### config.mk
export PLATFORM = sky130hd
export DESIGN_NAME = serial_subtractor
export DESIGN_NICKNAME = d
export VERILOG_FILES = /design/src/rtl/serial_arith_pkg.sv /design/src/rtl/full_subtractor_onebit.sv /design/src/rtl/serial_subtractor.sv
export SDC_FILE = /design/constraint.sdc
export NUM_CORES = 1
export LEC_CHECK = 0
export ABC_AREA = 1
export CAP_MARGIN = 10
export CORE_MARGIN = 2
export CORE_UTILIZATION = 55
export CTS_CLUSTER_SIZE = 25
export DETAILED_ROUTE_END_ITERATION = 8
export GPL_TIMING_DRIVEN = 1
export PLACE_DENSITY = 0.95
export SYNTH_ARGS = -nofsm -noshare
export SYNTH_HDL_FRONTEND = slang
export SYNTH_HIERARCHICAL = 1
export SYNTH_SLANG_ARGS = --single-unit
export TNS_END_PERCENT = 20
### constraint.sdc
create_clock -name clk -period 3.8 [get_ports clk]
set_input_delay 0.57 -clock clk [delete_from_list [all_inputs] [get_ports clk]]
set_output_delay 0.57 -clock clk [all_outputs]
set_load 0.02 [all_outputs]
### src/rtl/serial_arith_pkg.sv
// serial_arith_pkg: shared types and sizing helpers for the digit-serial arithmetic units
package serial_arith_pkg;

    typedef enum logic [1:0] {IDLE, RUN, DONE} state_t;

    localparam logic [8:0] DIGIT_LEGAL_MASK = 9'b1_0001_0110;

    function automatic bit digit_legal(int d);
        return d inside {1, 2, 4, 8};
    endfunction

    function automatic int num_digits(int w, int d);
        return w / d;
    endfunction

    function automatic int cnt_width(int w, int d);
        return (w / d) > 1 ? $clog2(w / d) : 1;
    endfunction

endpackage

### src/rtl/full_subtractor_onebit.sv
// full_subtractor_onebit: one-bit full subtractor, d = a - b - bi with borrow-out bo
module full_subtractor_onebit (
    input  logic a,
    input  logic b,
    input  logic bi,
    output logic d,
    output logic bo
);

    assign d  = a ^ b ^ bi;
    assign bo = (~a & b) | (~(a ^ b) & bi);

endmodule

### src/rtl/serial_subtractor.sv
// serial_subtractor: digit-serial A - B - Bin, DIGIT bits per clock, LSB digit first
module serial_subtractor
    import serial_arith_pkg::*;
#(
    parameter int WIDTH = 32,
    parameter int DIGIT = 1
) (
    input  logic             clk,
    input  logic             rst,
    input  logic             start,
    input  logic [WIDTH-1:0] A,
    input  logic [WIDTH-1:0] B,
    input  logic             Bin,
    output logic             busy,
    output logic             done,
    output logic [WIDTH-1:0] Diff,
    output logic             Bout,
    output logic             Ovf
);

    localparam int N  = num_digits(WIDTH, DIGIT);
    localparam int CW = cnt_width(WIDTH, DIGIT);

    if (!digit_legal(DIGIT) || WIDTH % DIGIT != 0) begin : g_bad_cfg
        $error("serial_subtractor: illegal WIDTH/DIGIT combination");
    end

    state_t           state, next;
    logic [WIDTH-1:0] a_sr, b_sr, nres;
    logic [CW-1:0]    cnt;
    logic             borrow, a_msb, b_msb, accept, last;
    logic [DIGIT:0]   bc;
    logic [DIGIT-1:0] dig;

    assign accept = start && state != RUN;
    assign last   = cnt == CW'(N - 1);
    assign bc[0]  = borrow;

    for (genvar i = 0; i < DIGIT; i++) begin : g_fs
        full_subtractor_onebit u_fs (
            .a (a_sr[i]),
            .b (b_sr[i]),
            .bi(bc[i]),
            .d (dig[i]),
            .bo(bc[i+1])
        );
    end

    // a_sr doubles as the result register: result digits enter at the top as operand digits leave the bottom
    assign nres = WIDTH'({dig, a_sr} >> DIGIT);

    always_ff @(posedge clk)
        if (rst) state <= IDLE;
        else state <= next;

    always_comb
        next = state == RUN ? (last ? DONE : RUN) : (start ? RUN : IDLE);

    always_comb begin
        busy = state == RUN;
        done = state == DONE;
    end

    always_ff @(posedge clk) begin
        if (rst) begin
            a_sr   <= '0;
            b_sr   <= '0;
            cnt    <= '0;
            borrow <= 1'b0;
            a_msb  <= 1'b0;
            b_msb  <= 1'b0;
            Diff   <= '0;
            Bout   <= 1'b0;
            Ovf    <= 1'b0;
        end else if (accept) begin
            a_sr   <= A;
            b_sr   <= B;
            cnt    <= '0;
            borrow <= Bin;
            a_msb  <= A[WIDTH-1];
            b_msb  <= B[WIDTH-1];
        end else if (state == RUN) begin
            a_sr   <= nres;
            b_sr   <= b_sr >> DIGIT;
            cnt    <= cnt + CW'(1);
            borrow <= bc[DIGIT];
            if (last) begin
                Diff <= nres;
                Bout <= bc[DIGIT];
                Ovf  <= (a_msb != b_msb) && (nres[WIDTH-1] != a_msb);
            end
        end
    end

endmodule
### After elaboration in Yosys (flattened, before gate mapping)

Index checks and enable logic that the tools add are counted.

| storage, ports and cells | value |
|---|---|
| logic and storage cells | 39 |
| bits of input ports | 68 |
| bits in registers | 108 |

| operators by class | value |
|---|---|
| bitwise operators | 8 |
| equality and inequality tests | 6 |
| add/subtract/negate cells | 1 |
| reduce and logical (&&, ||, !) cells | 5 |
| muxes and demuxes | 9 |

Operator list:

| kind | count |
|---|---|
| 32-bit 2-to-1 mux | 4 |
| 5-bit by 1-bit adder with 5-bit output, second input constant | 1 |
| 5-bit == test, second input constant | 1 |
| 2-bit 2-to-1 mux | 2 |
| 1-bit 2-to-1 mux | 3 |
| 1-bit inverter | 3 |
| 3-bit AND reduction | 1 |
| 1-bit bitwise AND | 2 |
| 2-bit by 1-bit == test with 1-bit output, second input constant | 1 |
| 2-bit == test, second input constant | 1 |
| 1-bit logical AND | 2 |
| 1-bit inequality test | 2 |
| 2-bit by 1-bit inequality test with 1-bit output, second input constant | 1 |
| 2-bit nonzero test | 1 |
| 2-bit OR reduction | 1 |
| 1-bit bitwise XOR | 2 |
| 1-bit OR | 1 |

### Depth between registers and ports, before layout

| logic depth | value |
|---|---|
| depth after elaboration | 6 |
| mapped depth | 9 |

### By module

Netlist, hierarchy kept.

Modules (own cells, without submodules):

| module | cells an instance | area an instance (µm²) | seq. area each (µm²) | times used |
|---|---|---|---|---|
| serial_subtractor | 699 | 4798.4 | 2162.1 | 1 |
| full_subtractor_onebit | 4 | 31.3 | 0.0 | 1 |

### Worst setup path after synthesis

OpenSTA, ideal clock, no wires.

| path | value |
|---|---|
| path type | register -> register |
| start | reg cnt[0] |
| end | reg Bout |
| buffers on the path | 1 |
| arrival | 1.408 ns |
| library setup time | 0.070 ns |
| cell stages (with the launch flop) | 10 |
| period minus slack after synthesis | 1.478 ns |
| slack | 2.322 ns |
| path through | dfxtp_1 > ha_1 > inv_1 > nor2_1 > ha_1 > nand3_2 > inv_2 > buf_4 > nand2_1 > a21oi_1 |

| on the way | value |
|---|---|
| word-level cells in the longest chain between the ends | 2 |

RTL lines:

| item | line | source |
|---|---|---|
| start, declared | serial_subtractor.sv:30 | `logic [CW-1:0] cnt;` |
| start signal, assigned | serial_subtractor.sv:85 | `cnt <= cnt + CW'(1);` |
| 5-bit == test | serial_subtractor.sv:36 | `assign last = cnt == CW'(N - 1);` |
| named net last | serial_subtractor.sv:31 | `logic borrow, a_msb, b_msb, accept, last;` |
| 3-bit AND reduction (no line) | -- |  |
| end signal, assigned | serial_subtractor.sv:89 | `Bout <= bc[DIGIT];` |
| end, declared | serial_subtractor.sv:17 | `output logic Bout,` |

The timed path passes the listed nets, and every way through them passes these cells.
A chain may end at the register's enable or synchronous reset.

### Worst setup path after layout

| path | value |
|---|---|
| start | in rst |
| end | reg cnt[3] |

| on the way | value |
|---|---|
| word-level cells in the longest chain between the ends | 1 |

RTL lines:

| item | line | source |
|---|---|---|
| start, declared | serial_subtractor.sv:9 | `input logic rst,` |
| 2-bit OR reduction (no line) | -- |  |

No other way between the ends.

==> results.md <==
- Result of the run: finished, final reports clean
- Biggest area consumer among synthesized cells: sky130_fd_sc_hd__dfxtp_1
- Number of pins with negative max-slew slack in the final report: 0
- Number of enable-type register cells in the synthesized netlist: 0
- Library cells used by synthesis: 22
- Area contributors post-synth: sky130_fd_sc_hd__dfxtp_1, sky130_fd_sc_hd__nand3_1, sky130_fd_sc_hd__nand2_1
- Average wire length per cell after detail routing: 13.2 microns
- Routed Wire Length: 11600 microns
- Cell Count, Final, Fillers Out: 882
- Setup TNS: 0 ns
- Ant diodes: 0
- Least setup slack across all paths after layout: 1.37 ns
- Initial drt markers: 317
- Layout Cell Area excl Fill: 0.00596 sq mm
- Number of antenna violations at the first check in global routing: 0
- FF+latch count, synth: 108
- Setup Buffers After CTS: 0
- Ratio of cells with drive above 1 in the final layout: 0.0388
- Number of buffers created by CTS: 9
- Number of failing setup endpoints in the final timing report: 0
- Total vias in the final route: 4797
- Static Leakage: 2.75 nW
- Synthesized area divided by synthesized cell count: 6.87 sq um
- Clock insertion delay at the later pin of the skew report: 0.38 ns
- Req. time, crit path: 4.11 ns
- Number of sinks handled by clock tree synthesis: 108
- Wire length of the first global-routing pass: 19600 microns
- Count of warnings emitted by yosys: 6
- Category of the worst setup path launch point: input port
- Post-DP HPWL: 7290 microns
- Vertical die dimension: 97.7 microns
- Arrival time of data at the critical path endpoint: 2.74 ns
- Instance area at placement: 0.00577 sq mm
- Ys async rst share: 0
- Path class of the lowest-slack min-delay path: reg2reg
- Final hold violation count: 0
- Critical setup path kind: in2reg
- Clock tree root buffer cell: sky130_fd_sc_hd__clkbuf_8
- Routability-driven placement congestion ratio: 0.809
- Detailed-route vias per instance: 5.44
- Max-capacitance violation count: 0
- Net count of the mapped netlist: 775
- Maximum number of pins on one net before global-route repair: 111
- Clk pin slew, worst setup/hold paths: 0.09 ns
- Area taken by flip-flops and latches: 0.00216 sq mm
- Most repeated cell in the gate-level netlist after synthesis: sky130_fd_sc_hd__nand2_1
- Total placed cells including tap cells: 866
- Power per cell area: 366 mW/mm^2
- Number of standard-cell rows in the floorplan: 34
- Layout filler cell count: 670
- Global route overflow: 0
- Clock tree from TritonCTS: yes
- Sequential cell area fraction in the yosys report: 0.448
- Global routing usage summed across all routing layers: 0.243
- Predominant post-synthesis flop cell: sky130_fd_sc_hd__dfxtp_1
- PnR Total Power: 2.18 mW
- Timing-limited maximum frequency: 412 MHz
- Area overhead of the layout relative to synthesis: 23.4%
- Remaining antenna violation count after routing: 0
- Clock period minus worst slack: 2.43 ns
- Vias in the first global route: 4469
- Placeable core area: 0.00864 sq mm
- Slew Limit Headroom: 0.250
- Share of the cycle needed by the critical path after routing: 0.638
- Number of gates given a new drive strength after cts: 0
- Total of hold buffers inserted after clock tree synthesis: 0
- Die X-Extent: 97.7 microns
- Net total in the final layout: 841
- Initial standard-cell utilization of the core: 0.559
- Actual slew at the worst max-slew pin: 1.12 ns
- Synthesized netlist cell count: 703
- Unrepaired setup endpoints after global routing: false
- Netlist area before placement: 0.00483 sq mm
- Max clock buf depth: 2
- Full die area: 0.00955 sq mm
- Crit. End Element: flip-flop
- I/O Pins: 104
- Synth top area share: 0.448
- Number of input and output port buffers inserted: 103
- First drt pass iteration count: 6
- Largest driver fanout on the critical path: 70
- Minimum setup slack among reg-to-reg paths: 1.54 ns
- Post-place setup slack: 1.04 ns
- CTS H-tree lvls: 3
- Detailed-route DRC error count: 0
- Worst setup skew after layout: 0.0106 ns
- Area of the multi-input gates: 0.00211 sq mm
- Leading post-synthesis cells by instance count: sky130_fd_sc_hd__nand2_1, sky130_fd_sc_hd__nand3_1, sky130_fd_sc_hd__dfxtp_1
- Worst voltage drop across the vdd grid: 0.000195 V
==> per-stage QoR <==
stage          utilization  hold slack, ns
6_report             0.690           0.470
3_5_place_dp         0.668           0.456
5_1_grt              0.690           0.491
4_1_cts              0.690           0.470
3_3_place_gp         0.668           0.452
2_1_floorplan            -           0.448
==> area by class of cell <==
class,count,share of cell area
clock buffer,10,0.0214
timing repair buffer,108,0.178
inverter,79,0.0497
tap,108,0.0227
sequential,108,0.363
multi-input combinational,463,0.354
clock inverter,6,0.0109
==> power breakdown <==
| group | internal [mW] | total (mW) | switching [mW] |
|---|---|---|---|
| sequential | 1.18 | 1.21 | 0.0306 |
| clock | 0.304 | 0.696 | 0.392 |
| combinational | 0.123 | 0.281 | 0.158 |
| total | 1.60 | 2.18 | 0.580 |
==> critical path: stages <==
cell                              delay, ns
sky130_fd_sc_hd__clkdlybuf4s50_1       0.41
sky130_fd_sc_hd__buf_4                 0.25
sky130_fd_sc_hd__inv_2                 0.85
sky130_fd_sc_hd__nand2_1               0.37
sky130_fd_sc_hd__inv_2                 0.11
sky130_fd_sc_hd__nand2_1               0.06
sky130_fd_sc_hd__nor2_1                0.08
==> cells by family (layout without fill, tap and decap cells) <==
kind of cell             after synthesis  count (layout)  synth area share
XOR/XNOR                               1               1           0.00181
AND/OR/NAND/NOR                      417             417             0.381
buffers and inverters                132             203             0.115
AO/OA/AOI/OAI                         41              41            0.0430
flip-flops                           108             108             0.448
adder cells (fa/ha/maj)                4               4            0.0119
==> placed cells by master, fill, tap and decap left out, drive strengths merged, types with 3 or more instances in the layout <==
| cell type | count |
|---|---|
| nor2 | 9 |
| nand3 | 198 |
| nand2 | 208 |
| inv | 79 |
| clkbuf | 10 |
| clkdlybuf4s50 | 102 |
| o21ai | 3 |
| a21oi | 37 |
| clkinvlp | 4 |
| ha | 3 |
| dfxtp | 108 |
| buf | 6 |
==> path summary, 6_finish.rpt <==
| check | startpoint | endpoint | cells after the start |
|---|---|---|---|
| setup / recovery | rst | cnt[3] | 7 |
| hold / removal | Diff[24] | Diff[24] | 2 |
| setup reg to reg | cnt[0] | Diff[31] | 9 |
| hold reg to reg | Diff[24] | Diff[24] | 2 |
==> metal layers <==
layer	global-route usage	part of all wire	vias to the layer above
met5	0	0	-
met4	0.113	0.031	0
met3	0.0468	0.066	30
met2	0.405	0.48	194
met1	0.304	0.42	2209
li1	-	-	2364
==> sequential cells by signal (all words and copies together) (netlist names) <==
name / count
Bout: 1
a_msb: 1
Ovf: 1
Diff: 32
borrow: 1
b_msb: 1
cnt: 5
state: 2
b_sr: 32
a_sr: 32
Note: power is estimated with default switching activity, not from simulation.
